## config.mk

```make
export PLATFORM = sky130hd
export DESIGN_NAME = midi_parser
export DESIGN_NICKNAME = d
export VERILOG_FILES = /design/src/rtl/midi_pkg.sv /design/src/rtl/midi_parser.sv
export SDC_FILE = /design/constraint.sdc
export NUM_CORES = 1
export LEC_CHECK = 0
export ABC_AREA = 1
export BUFFER_PORTS_ARGS = -buffer_cell sky130_fd_sc_hd__buf_4
export CORE_MARGIN = 2
export CORE_UTILIZATION = 60
export CTS_BUF_LIST = sky130_fd_sc_hd__clkbuf_8
export DETAILED_ROUTE_END_ITERATION = 10
export PLACE_DENSITY_LB_ADDON = 0.12
export SETUP_SLACK_MARGIN = 0.05
export SYNTH_ARGS = -nofsm -noshare
export SYNTH_HDL_FRONTEND = slang
export SYNTH_SLANG_ARGS = --single-unit
```

## constraint.sdc

```tcl
create_clock -name clk -period 3.9 [get_ports clk]
set_clock_uncertainty 0.1 [all_clocks]
set_input_delay 0.39 -clock clk [delete_from_list [all_inputs] [get_ports clk]]
set_output_delay 0.39 -clock clk [all_outputs]
set_load 0.1 [all_outputs]
```

## src/rtl/midi_pkg.sv

```systemverilog
// Shared MIDI parser types and status-byte constants.
package midi_pkg;

  typedef enum logic [2:0] {
    IDLE,
    NOTE_D1,
    NOTE_D2,
    SKIP1,
    SKIP2,
    SYSEX
  } state_t;

  localparam logic [3:0] NOTE_OFF     = 4'h8;
  localparam logic [3:0] NOTE_ON      = 4'h9;
  localparam logic [7:0] SYSEX_START  = 8'hF0;
  localparam logic [7:0] SYSEX_END    = 8'hF7;
  localparam logic [7:0] REALTIME_MIN = 8'hF8;

  localparam logic [4:0] COUNT_MAX = 5'd31;

  // State that expects the first data byte of a message with this status nibble.
  function automatic state_t status_state(input logic [3:0] hi);
    state_t s;
    case (hi)
      NOTE_OFF, NOTE_ON:  s = NOTE_D1;
      4'hC, 4'hD:         s = SKIP1;
      4'hA, 4'hB, 4'hE:   s = SKIP2;
      default:            s = IDLE;
    endcase
    return s;
  endfunction

endpackage

```

## src/rtl/midi_parser.sv

```systemverilog
// MIDI byte-stream parser: decodes note-on/off events with running status,
// skips other channel messages and SysEx, ignores realtime bytes, and tracks
// the number of outstanding notes.
module midi_parser
  import midi_pkg::*;
#(
  parameter bit         OMNI    = 1'b1,
  parameter logic [3:0] CHANNEL = 4'd0
) (
  input  logic       clk,
  input  logic       rst,
  input  logic [7:0] data,
  input  logic       data_valid,
  output logic       note_valid,
  output logic       note_on,
  output logic [3:0] channel,
  output logic [6:0] note,
  output logic [6:0] velocity,
  output logic       active
);

  state_t     state, state_next;
  logic [7:0] run_status, run_status_next;
  logic [6:0] key, key_next;
  logic [4:0] count, count_next;
  logic       emit;
  logic       emit_on;

  // Next-state, running status, event decode and held-note count update.
  always_comb begin
    state_next      = state;
    run_status_next = run_status;
    key_next        = key;
    emit            = 1'b0;
    emit_on         = 1'b0;
    count_next      = count;

    if (data_valid) begin
      if (!data[7]) begin
        case (state)
          NOTE_D1: begin
            key_next   = data[6:0];
            state_next = NOTE_D2;
          end
          NOTE_D2: begin
            state_next = status_state(run_status[7:4]);
            emit       = OMNI || (run_status[3:0] == CHANNEL);
            emit_on    = (run_status[7:4] == NOTE_ON) && (data[6:0] != '0);
          end
          SKIP2:   state_next = SKIP1;
          SKIP1:   state_next = status_state(run_status[7:4]);
          default: state_next = state;
        endcase
      end else if (data < REALTIME_MIN) begin
        if (data[7:4] != 4'hF) begin
          run_status_next = data;
          state_next      = status_state(data[7:4]);
        end else begin
          run_status_next = '0;
          state_next      = (data == SYSEX_START) ? SYSEX : IDLE;
        end
      end
    end

    if (emit) begin
      if (emit_on && (count != COUNT_MAX))
        count_next = count + 5'd1;
      else if (!emit_on && (count != '0))
        count_next = count - 5'd1;
    end
  end

  // Parser state, running status and latched key.
  always_ff @(posedge clk) begin
    if (rst) begin
      state      <= IDLE;
      run_status <= '0;
      key        <= '0;
    end else begin
      state      <= state_next;
      run_status <= run_status_next;
      key        <= key_next;
    end
  end

  // Event outputs, held until the next emitted event, plus count/active.
  always_ff @(posedge clk) begin
    if (rst) begin
      note_valid <= 1'b0;
      note_on    <= 1'b0;
      channel    <= '0;
      note       <= '0;
      velocity   <= '0;
      count      <= '0;
      active     <= 1'b0;
    end else begin
      note_valid <= emit;
      if (emit) begin
        note_on  <= emit_on;
        channel  <= run_status[3:0];
        note     <= key;
        velocity <= data[6:0];
      end
      count  <= count_next;
      active <= (count_next != '0);
    end
  end

endmodule

```

[Word level (Yosys, flattened, before mapping)]
Index checks and enable logic that the tools add are counted.
Cells by class
  $add $sub $neg: 2
  magnitude comparators: 1
  eq/ne operators: 22
  muxes and demuxes: 17
  bitwise gates (word level): 1
  reduce and logical (&&, ||, !) cells: 18
Operators by type and width (number)
  equality test 4 bit (second input constant): 14
  one-hot mux 3 bit (3 select lines): 3
  two-way mux 5 bit: 3
  two-way mux 3 bit: 4
  nonzero test 5 bit: 2
  OR reduction 2 bit: 5
  AND reduction 3 bit: 3
  equality test 8 bit (second input constant): 1
  < comparator 8 bit (second input constant): 1
  two-way mux 8 bit: 1
  nonzero test 7 bit: 1
  equality test 3 x 2 -> 1 bit (second input constant): 2
  two-way mux 1 bit: 6
  OR reduction 3 bit: 2
  adder 5 x 1 -> 5 bit (second input constant): 1
  != test 5 bit (second input constant): 1
  subtractor 5 x 1 -> 5 bit (second input constant): 1
  != test 4 bit (second input constant): 1
  nonzero test 4 bit: 1
  equality test 3 x 1 -> 1 bit (second input constant): 1
  equality test 3 bit (second input constant): 1
  logical AND 1 bit: 3
  != test 2 x 1 -> 1 bit (second input constant): 1
  logical NOT 1 bit: 1
  NOT 1 bit: 1
Word-level totals
  flip-flop bits (word level): 44
  output and inout port bits: 21

[Depth between registers and ports, before layout]
Gate-level depths: netlist of run 1.
  depth after elaboration: 11
  depth in mapped cells: 14
  mapped depth without buffers: 14

[Worst setup path after synthesis of run 1]
OpenSTA, ideal clock, no wires.
  kind: reg-to-reg
  from: reg count[0]
  to: reg active
  setup time: 0.112 ns
  data arrival time: 1.482 ns
  data required time: 3.688 ns
  slack: 2.207 ns
  cell stages (with the launch flop): 15
  period minus slack after synthesis: 1.693 ns
  cell sequence: dfxtp_1 ha_1 inv_1 nor3_1 ha_1 inv_1 nand4_1 nand2_2 nand2_2 inv_2 nand3_1 nand3_1 nand2_1 inv_1 nand2_1
Between the ends
  longest elaborated chain between the ends: 6
  elaborated cells on any way between the ends: 10
  those cells by class: add/sub: 2; eq/ne: 1; mux: 3; reduce/logical: 4
Ends and longest elaborated chain
  from (decl): RTL line midi_parser.sv:25  | logic [4:0] count, count_next;
  from (signal assigned): RTL line midi_parser.sv:104  | count <= count_next;
  branches (longest 4 deep; another with subtractor 5 x 1 -> 5 bit)
  two-way mux 5 bit (*): RTL line midi_parser.sv:65  | if (emit) begin
  nonzero test 5 bit (*): RTL line midi_parser.sv:105  | active <= (count_next != '0);
  to (signal assigned): RTL line midi_parser.sv:105
  to (decl): RTL line midi_parser.sv:19  | output logic active
Every way passes the cells marked *.
A chain may end at the register's enable or synchronous reset.

[Worst setup path in the final report of run 1]
  from: reg state[1]
  to: reg active
Between the ends
  longest elaborated chain between the ends: 10
  elaborated cells on any way between the ends: 14
  those cells by class: eq/ne: 1; mux: 9; reduce/logical: 4
Ends and longest elaborated chain
  from (decl): RTL line midi_parser.sv:22  | state_t state, state_next;
  from (signal assigned): RTL line midi_parser.sv:80  | state <= state_next;
  equality test 3 x 2 -> 1 bit (*): RTL line midi_parser.sv:40  | case (state)
  two-way mux 1 bit: RTL line midi_parser.sv:40
  two-way mux 1 bit: RTL line midi_parser.sv:39  | if (!data[7]) begin
  two-way mux 1 bit: RTL line midi_parser.sv:38  | if (data_valid) begin
  logical NOT 1 bit: RTL line midi_parser.sv:68  | else if (!emit_on && (count != '0))
  logical AND 1 bit: RTL line midi_parser.sv:68
  two-way mux 5 bit: RTL line midi_parser.sv:68
  two-way mux 5 bit: RTL line midi_parser.sv:66  | if (emit_on && (count != COUNT_MAX))
  two-way mux 5 bit (*): RTL line midi_parser.sv:65
  nonzero test 5 bit (*): RTL line midi_parser.sv:105
Mark *: on every way between the ends. The rest lies on a longest branch, timed or not.

==> metrics.txt, run 1 <==
Port Buf Inserts 31; initial core utilization roughly 64%; TritonCTS clock tree built; Via density 5.320; Netlist cell types 27; first-pass GRT wire length approximately 7600 microns; initial antenna violation count 0; Hold-fix buffers, CTS 0; crit path capture type flip-flop; sequential fraction of the synthesis area between 40% and 50%; layout cells sized above 1 17.15%; Die Span Y around 62 microns; Detailed Routing Iterations Pass 1 4; Slew Viols, Final 0; pin count of the biggest net entering global routing 34; GR Util met3 approximately 8%; antenna-violating nets left 0; share of the synthesized area in the top cell type about 44%; CP startpoint state[1]$_SDFFE_PP0P_; later-pin clock latency in the skew report between 300 and 400 ps; DRT Wirelength ~4500 microns; Total Power approximately 970 uW; Finish-stage setup viols 0; Crit path required time 4060 ps; H-tree depth 2; Clock transition at path regs ~90 ps; slowest library cell on the worst path dfxtp_1; hpwl dp between 3000 and 4000 microns; Die ar. 0.003797 sq mm; WHS Path Cells 3; # diodes 0; RR Startpoint state[1]$_SDFFE_PP0P_; number of maximum-capacitance violations 0; RSZ-0062 raised after global routing no; Slew @ Worst Pin approximately 790 ps; Setup TNS Final 0 ps; number of nets in the final layout 323; Residual DRC 0; die width 61.62 microns; EDFF count, synth 0; initial drt markers 135; clock buffer depth 2; Levels on crit path 12; M2 GR Usage 43.46%; ys async rst share 0%; worst reg2reg path depth 12; Hold Path Class primary input to flip-flop; Tmin final 2017 ps; CP top delay family simple AND/OR/NAND/NOR gates; most frequent cells in the layout nand2_1 (50), nor2_1 (48), dfxtp_1 (44); GPL Wtd Cong about 0.96; chain of cells forming the critical path inv_1 > nor2_2 > nand3_2 > nor2_1 > nand4_1 > nand2_1 > nand3_1 > nand2_1 > nand3_1 > nand2_1 > inv_1 > nand2_1; CP Max Fanout 17; cells after synthesis about 280; syn_nets roughly 300; met1 GRT Util between 30 and 40%; YS warnings 0; Leak approximately 1.1 nW; Post-CTS Setup Inserts 0; clk sink count between 40 and 50; Main synth FF type dfxtp_1; Peak Freq 495.7 MHz; layer with the highest usage met2; Congestion Overflow GR 0; max_slew headroom a little under half; gr usage total between 20% and 30%; most common cell after layout, fill and taps aside nand2_1; # rows 20; CP peak stage delay slightly above 400 ps; PD cells between 400 and 500 mW/mm^2; critical path type flip-flop to flip-flop; DR vias ~1.9k; largest cells by area after synthesis dfxtp_1 (44%), nand2_1 (9.4%), nor2_1 (9.0%); I/O pin count 32; vias in the first global route between 1.5k and 2k; Hold Path Origin data[1]; TritonCTS buffer count 5; kind of start point of the critical path flip-flop; Layout fillers between 200 and 250; Core Area ~0.0031 sq mm; Gates resized, CTS repair 0; cell taking the most area after synthesis dfxtp_1; Final Hold Viols 0; Crit path top cell by count nand2_1; Final period util about 52%; worst vdd ir around 380 uV; Worst EP arrival 2170 ps; status finished clean; Mapped Avg Cell Area between 7 and 8 sq um; WP buf/inv 2; root buffer cell clkbuf_8; routed len/inst 12.71 microns; Mapped Area around 0.0020 sq mm; Seq cells post-synth 44; synthesis-to-layout area growth 18.15%
-- cells by family (layout without fill, tap and decap cells) --
group | Yosys count | in the layout | share of synthesized area [%]
compound gates | 56 | 56 | 14.82
simple gates | 134 | 134 | 30.28
xor+xnor | 1 | 1 | 0.4398
flops | 44 | 44 | 44.22
buf+inv | 40 | 70 | 7.726
fa+ha+maj | 4 | 4 | 2.513
-- worst register-to-register path, stage by stage, from the launching register on --
cell and delay [ps]:
dfxtp_1 410, inv_1 70, nor2_2 150, nand3_2 360, nor2_1 200, nand4_1 110, nand2_1 120, nand3_1 80
nand2_1 80, nand3_1 80, nand2_1 110, inv_1 40, nand2_1 40
-- routing by layer --
metal,up-vias,routed length (microns)
li1,964,-
met1,848,2050
met2,56,2107
met3,10,255
met4,0,74
met5,-,0
-- sequential cells by signal (all words and copies together) (netlist names) --
| name | cells |
|---|---|
| note | 7 |
| count | 5 |
| run_status | 8 |
| active | 1 |
| note_valid | 1 |
| channel | 4 |
| state | 3 |
| note_on | 1 |
| key | 7 |
| velocity | 7 |
-- cell usage after synthesis, types with 2 or more instances --
| master | instances |
|---|---|
| nor3_1 | 6 |
| nand2_1 | 50 |
| buf_2 | 3 |
| nand2_2 | 4 |
| nor2_1 | 48 |
| clkbuf_1 | 5 |
| nand3_1 | 12 |
| nor2_2 | 2 |
| o21ai_0 | 29 |
| ha_1 | 4 |
| inv_1 | 27 |
| inv_2 | 4 |
| a31oi_1 | 3 |
| nand3_2 | 2 |
| a21oi_1 | 20 |
| nand4_1 | 6 |
| dfxtp_1 | 44 |
-- power breakdown --
part / switching (mW) / internal, mW
Clock: 0.164 / 0.190
Combinational: 0.107 / 0.0355
Sequential: 0.0116 / 0.466
Total: 0.283 / 0.691
-- path summary, 6_finish.rpt --
check | to | slack, ps
setup / recovery | active$_SDFF_PP0_ | 1880
hold reg to reg | note_on$_SDFFE_PP0P_ | 370
hold / removal | run_status[1]$_SDFFE_PP0P_ | 260
setup reg to reg | active$_SDFF_PP0_ | 1880
-- layout make-up --
class                   count  area, sq um  share of cell area, %
repair buffers             31        232.7                  9.888
multi-input cells         195        957.2                  40.67
clock inverters             3        42.54                  1.808
flip-flops and latches     44        880.8                  37.43
well taps                  44        55.05                  2.339
clock buffers               5        68.82                  2.924
inverters                  31        116.4                  4.944
-- through the flow --
step,cell area [sq um],utilization (%),hold slack [ps],setup WS [ps],std cells
after floorplan,1992,-,338.9,2207,279
after global placement,2242,72.26,353.2,1854,345
after detailed placement,2242,72.26,359.7,1804,345
after CTS,2354,75.85,257.1,1913,353
after global routing,2354,75.85,258.4,1724,353
final,2354,75.85,255.3,1883,353
Note: power is estimated with default switching activity, not from simulation.
==> run 2: changes to the inputs <==
--- a/config.mk
+++ b/config.mk
@@ -8,7 +8,7 @@
 export ABC_AREA = 1
 export BUFFER_PORTS_ARGS = -buffer_cell sky130_fd_sc_hd__buf_4
 export CORE_MARGIN = 2
-export CORE_UTILIZATION = 60
+export CORE_UTILIZATION = 58
 export CTS_BUF_LIST = sky130_fd_sc_hd__clkbuf_8
 export DETAILED_ROUTE_END_ITERATION = 10
 export PLACE_DENSITY_LB_ADDON = 0.12
==> constraint.sdc (replaced) <==
create_clock -name clk -period 2 [get_ports clk]
set_clock_uncertainty 0.1 [all_clocks]
set_input_delay 0.2 -clock clk [delete_from_list [all_inputs] [get_ports clk]]
set_output_delay 0.2 -clock clk [all_outputs]
set_load 0.1 [all_outputs]
==> run 2 against run 1 <==
  * Worst hold slack got worse by 180 ps
  * Sequential share of layout area fell by 0.66 points
  * First-iteration DRC count fell by 8.1%
  * Final cell count rose by 2.0%
  * Highest routed layer unchanged
==> metrics.txt, run 2 (synthesis results as in run 1) <==
status finished clean; Crit path required time 2100 ps (-1960 ps); max FFs per register 8 (unchanged); placed cell count 352 (+2.0%); antenna-violating nets left 0 (unchanged); Residual DRC 0 (unchanged); Detailed Routing Iterations Pass 1 4 (unchanged); GPL Wtd Cong 0.9590 (-0.29%); Gates resized, CTS repair 0 (unchanged); M2 GR Usage 42.61% (-0.85 points); Worst EP arrival 1920 ps (-250 ps); met1 GRT Util 30.38% (-4.1 points); crit path capture type flip-flop; most frequent cells in the layout nand2_1 (50), nor2_1 (48), dfxtp_1 (40); number of maximum-capacitance violations 0 (unchanged); Die Span Y 62.61 microns (+1.6%); Hold-fix buffers, CTS 0 (unchanged); utilization after layout 72.98% (-2.9 points); TritonCTS clock tree built; hpwl dp 3248 microns (+7.2%); fin area 0.002416 sq mm (+2.7%); clk sink count 44 (unchanged); most common cell after layout, fill and taps aside nand2_1; Logic pwr share 15.2% (+0.5 points); Slew @ Worst Pin 337.7 ps (-448.8 ps); Peak Freq 548.0 MHz (+11%); worst vdd ir 651.3 uV (+70%); first-pass GRT wire length 7810 microns (+3.0%); pin count of the biggest net entering global routing 32 (-5.9%); initial drt markers 124 (-8.1%); Die ar. 0.003919 sq mm (+3.2%); vias in the first global route 1770 (-1.1%); root buffer cell clkbuf_8; Tmin final 1825 ps (-192.3 ps); I/O pin count 32 (unchanged); NetSw 534.5 uW (+89%); PD cells 780.7 mW/mm^2 (+89%); Total Power 1.886 mW (+94%); Clock transition at path regs 80 ps (about the same); Levels on crit path 13 (+1); H-tree depth 2 (unchanged); CP top delay family simple AND/OR/NAND/NOR gates; Slew Viols, Final 0 (unchanged); kind of start point of the critical path flip-flop; CP peak stage delay 370 ps (-40 ps); initial core utilization 60.17% (-4.0 points); DR vias 1901 (+1.2%); # diodes 0 (unchanged); layer with the highest usage met2; synthesis-to-layout area growth 21.29%; Clock Power Share 35.4% (-0.9 points); Final period util 91.25% (+40 points); Port Buf Inserts 31 (unchanged); clock buffer depth 2 (unchanged); Non-Filler Instances 360 (+2.0%); Placement Cell Area 0.002282 sq mm (+1.8%); die width 62.61 microns (+1.6%); Setup TNS Final 0 ps (unchanged); Hold Path Class primary input to flip-flop; Via density 5.281 (-0.74%); Crit path top cell by count nand2_1; TritonCTS buffer count 5 (unchanged); WHS Path Cells 3 (unchanged); max_slew headroom 77.41% (+30 points); P_int 1.352 mW (+96%); Reg power frac 49.4% (+0.4 points); Final Hold Viols 0 (unchanged); chain of cells forming the critical path ha_2 > inv_2 > nor3_2 > ha_2 > inv_2 > nand4_1 > nand2_2 > nand2_2 > nand2_1 > nand2_1 > nand3_1 > nand2_1 > nand2_1; Core Area 0.003311 sq mm (+6.7%); WP buf/inv 2 (unchanged); Finish-stage setup viols 0 (unchanged); # rows 21 (+5.0%); critical path type flip-flop to flip-flop; Congestion Overflow GR 0 (unchanged); largest reg by FF count run_status; initial antenna violation count 0 (unchanged); routed len/inst 12.81 microns (+0.77%); gr usage total 24.85% (-2.2 points); slowest library cell on the worst path dfxtp_4; CP Max Fanout 4 (-13); DRT Wirelength 4611 microns (+2.8%); later-pin clock latency in the skew report 290 ps (-20 ps); layout cells sized above 1 21.66% (+4.5 points); Leak 1.159 nW (+1.9%); Post-CTS Setup Inserts 0 (unchanged); worst reg2reg path depth 13 (+1); switch share 28.34% (-0.72 points); GR Util met3 4.865% (-3.1 points); number of nets in the final layout 328 (+1.5%)
==> run 2: changes by cell type in the layout (fill, tap and decap cells not counted), sizes merged <==
cell,previous run,this run
buf,31,36
==> run 2: final cells by class <==
class | count | area [sq um]
clock inverters | 3 | 42.54
inverters | 31 | 116.4
clock buffers | 5 | 68.82
multi-input cells | 195 | 972.2
flip-flops and latches | 44 | 888.4
repair buffers | 36 | 270.3
well taps | 46 | 57.56
fillers | 287 | 894.6
==> run 2: per-layer routing <==
layer  wire [microns]  up-vias
met5                0        -
met4               74        0
met3              235        7
met2             2310       47
met1             1992      876
li1                 -      971
==> run 2: per-stage QoR <==
stage	setup slack, ps	hold slack, ps
2_1_floorplan	306.6	169.1
3_3_place_gp	229.4	350.8
3_5_place_dp	178.2	361.0
4_1_cts	167.8	68.77
5_1_grt	-21.49	78.52
6_report	175.1	74.64
==> run 2: power by group through the flow <==
stage / Sequential [mW] / Combinational (mW) / Clock (mW)
floorplan: 1.05 / 0.107 / 0
global placement: 0.951 / 0.282 / 0
detailed placement: 0.952 / 0.285 / 0
CTS: 0.932 / 0.287 / 0.684
global route: 0.937 / 0.309 / 0.720
finish: 0.931 / 0.286 / 0.669
==> run 2: tightest hold or removal path, stage by stage <==
cell and delay (ps):
buf_4 120, nand2_1 60, a21oi_1 50
==> run 2: worst paths after layout <==
kind / slack (ps) / end / from
worst min-delay path: 70 / run_status[2]$_SDFFE_PP0P_ / data[2]
worst max register to register: 180 / active$_SDFF_PP0_ / count[0]$_SDFF_PP0_
worst max-delay path: 180 / active$_SDFF_PP0_ / count[0]$_SDFF_PP0_
worst min register to register: 380 / run_status[3]$_SDFFE_PP0P_ / run_status[3]$_SDFFE_PP0P_
==> run 3: changes to the inputs <==
--- a/config.mk
+++ b/config.mk
@@ -7,8 +7,9 @@
 export LEC_CHECK = 0
 export ABC_AREA = 1
 export BUFFER_PORTS_ARGS = -buffer_cell sky130_fd_sc_hd__buf_4
+export CORE_ASPECT_RATIO = 1.2
 export CORE_MARGIN = 2
-export CORE_UTILIZATION = 58
+export CORE_UTILIZATION = 60
 export CTS_BUF_LIST = sky130_fd_sc_hd__clkbuf_8
 export DETAILED_ROUTE_END_ITERATION = 10
 export PLACE_DENSITY_LB_ADDON = 0.12
==> constraint.sdc (replaced) <==
create_clock -name clk -period 2.1 [get_ports clk]
set_clock_uncertainty 0.1 [all_clocks]
set_input_delay 0.21 -clock clk [delete_from_list [all_inputs] [get_ports clk]]
set_output_delay 0.21 -clock clk [all_outputs]
set_load 0.1 [all_outputs]
==> run 3 against run 2 <==
  * Final cell count decreased by 2.8%
  * Clock-buffer cell count is 1 higher
  * Register-to-register slack gained 60 ps
  * Largest cell class unchanged
  * Sequential share of layout area increased by 0.25 points
==> metrics.txt, run 3 (synthesis results as in run 1) <==
status finished clean; M2 GR Usage 45.93% (+3.3 points); Residual DRC 0 (unchanged); number of nets in the final layout 328 (unchanged); max FFs per register 8 (unchanged); Core Area 0.003110 sq mm (-6.0%); clk sink count 44 (unchanged); NetSw 508.5 uW (-4.9%); layout cells sized above 1 18.79% (-2.9 points); Layout fillers 250 (-13%); number of maximum-capacitance violations 0 (unchanged); Final Worst Setup Slack 240.0 ps (+64.93 ps); TritonCTS buffer count 5 (unchanged); # diodes 0 (unchanged); Die Span Y 67.12 microns (+7.2%); clock buffer depth 2 (unchanged); largest reg by FF count run_status; Die ar. 0.003798 sq mm (-3.1%); P_int 1.199 mW (-11%); Peak Freq 537.6 MHz (-1.9%); DR vias 1889 (-0.63%); Hold Path Class primary input to flip-flop; WP buf/inv 3 (+1); kind of start point of the critical path flip-flop; switch share 29.78% (+1.4 points); Detailed Routing Iterations Pass 1 4 (unchanged); max_slew headroom 74.79% (-2.6 points); later-pin clock latency in the skew report 300 ps (about the same); Tmin final 1860 ps (+35.07 ps); gr usage total 27.07% (+2.2 points); DRT Wirelength 4606 microns (-0.11%); Leak 1.153 nW (-0.47%); Worst EP arrival 1960 ps (+40 ps); first-pass GRT wire length 8086 microns (+3.5%); Clock transition at path regs 80 ps (about the same); Setup TNS Final 0 ps (unchanged); Placement Setup Slack 237.2 ps (+58.95 ps); worst vdd ir 584.7 uV (-10%); antenna-violating nets left 0 (unchanged); slowest library cell on the worst path dfxtp_1; Reg power frac 52.0% (+2.6 points); initial drt markers 103 (-17%); vias in the first global route 1863 (+5.3%); GR Util met3 5.243% (+0.38 points); utilization after layout 76.51% (+3.5 points); most frequent cells in the layout nand2_1 (50), nor2_1 (48), dfxtp_1 (44); Slew Viols, Final 0 (unchanged); die width 56.60 microns (-9.6%); Logic pwr share 16.4% (+1.2 points); met1 GRT Util 33.66% (+3.3 points); root buffer cell clkbuf_8; placed cell count 341 (-3.1%); pin count of the biggest net entering global routing 28 (-13%); # rows 22 (+4.8%); Congestion Overflow GR 0 (unchanged); TritonCTS clock tree built; critical path type flip-flop to flip-flop; CP peak stage delay 350 ps (-20 ps); Slew @ Worst Pin 376.7 ps (+39.04 ps); Crit path top cell by count nand2_1; Clock Power Share 31.7% (-3.7 points); routed len/inst 13.16 microns (+2.7%); PD cells 717.5 mW/mm^2 (-8.1%); chain of cells forming the critical path ha_1 > inv_1 > nor3_2 > ha_1 > inv_2 > nand4_1 > nand2_2 > nand2_2 > inv_2 > nand2_1 > nand2_1 > nand3_1 > nand2_1 > nand2_1; CP Max Fanout 4 (unchanged); H-tree depth 2 (unchanged); Placement Cell Area 0.002262 sq mm (-0.88%); Final Hold Viols 0 (unchanged); synthesis-to-layout area growth 19.47%; I/O pin count 32 (unchanged); initial antenna violation count 0 (unchanged); layer with the highest usage met2; Final period util 88.57% (-2.7 points); GPL Wtd Cong 0.9002 (-6.1%); Non-Filler Instances 350 (-2.8%); fin area 0.002380 sq mm (-1.5%); most common cell after layout, fill and taps aside nand2_1; initial core utilization 64.04% (+3.9 points); Crit path required time 2200 ps (+100 ps); Finish-stage setup viols 0 (unchanged); RSZ-0062 raised after global routing no; crit path capture type flip-flop; Port Buf Inserts 31 (unchanged); CP top delay family simple AND/OR/NAND/NOR gates; hpwl dp 3168 microns (-2.5%); Via density 5.397 (+2.2%)
==> run 3: cell type report <==
type	count	area, sq um	share of cell area (%)
timing repair buffer	35	262.8	11.04
clock inverter	2	11.26	0.4732
multi-input combinational	196	980.9	41.22
inverter	31	116.4	4.890
tap	36	45.04	1.893
clock buffer	6	82.58	3.470
sequential	44	880.8	37.01
==> run 3: layer usage <==
layer	up-vias	wire (microns)
met1	850	1963
met4	0	106
met3	12	280
li1	972	-
met5	-	0
met2	55	2257
==> run 3: worst reg2reg max path: cells and delay by family, from the launching register on <==
| kind | cells | cell delay [ps] |
|---|---|---|
| AND/OR/NAND/NOR | 9 | 700 |
| adder cells (fa/ha/maj) | 2 | 390 |
| flip-flops | 1 | 350 |
| buffers and inverters | 3 | 230 |
==> run 3: metrics by stage <==
stage | hold WS (ps) | total power, mW
6_report | 86.50 | 1.707
5_1_grt | 96.10 | 1.771
4_1_cts | 83.54 | 1.708
3_5_place_dp | 355.7 | 1.174
3_3_place_gp | 350.4 | 1.171
2_1_floorplan | 179.1 | 1.101
==> run 3: repair_timing <==
item                                    CTS  global route
hold buffers                              0             0
endpoints found under the setup margin    0             1
setup buffers                             0             0
resized for setup                         0             3
endpoints found under the hold margin     0             0
==> run 3: path summary, 6_finish.rpt <==
check | startpoint | to | slack (ps) | cells past startpoint
worst max-delay path | count[0]$_SDFF_PP0_ | active$_SDFF_PP0_ | 240 | 14
worst min register to register | note_on$_SDFFE_PP0P_ | note_on$_SDFFE_PP0P_ | 370 | 2
worst min-delay path | data[2] | run_status[2]$_SDFFE_PP0P_ | 90 | 3
worst max register to register | count[0]$_SDFF_PP0_ | active$_SDFF_PP0_ | 240 | 14
==> run 3: power by group through the flow <==
| stage | clock (mW) | sequential (mW) | combinational (mW) |
|---|---|---|---|
| 3_3_place_gp | 0 | 0.905 | 0.266 |
| 2_1_floorplan | 0 | 0.999 | 0.102 |
| 6_report | 0.541 | 0.887 | 0.279 |
| 3_5_place_dp | 0 | 0.906 | 0.268 |
| 4_1_cts | 0.551 | 0.887 | 0.270 |
| 5_1_grt | 0.577 | 0.891 | 0.302 |
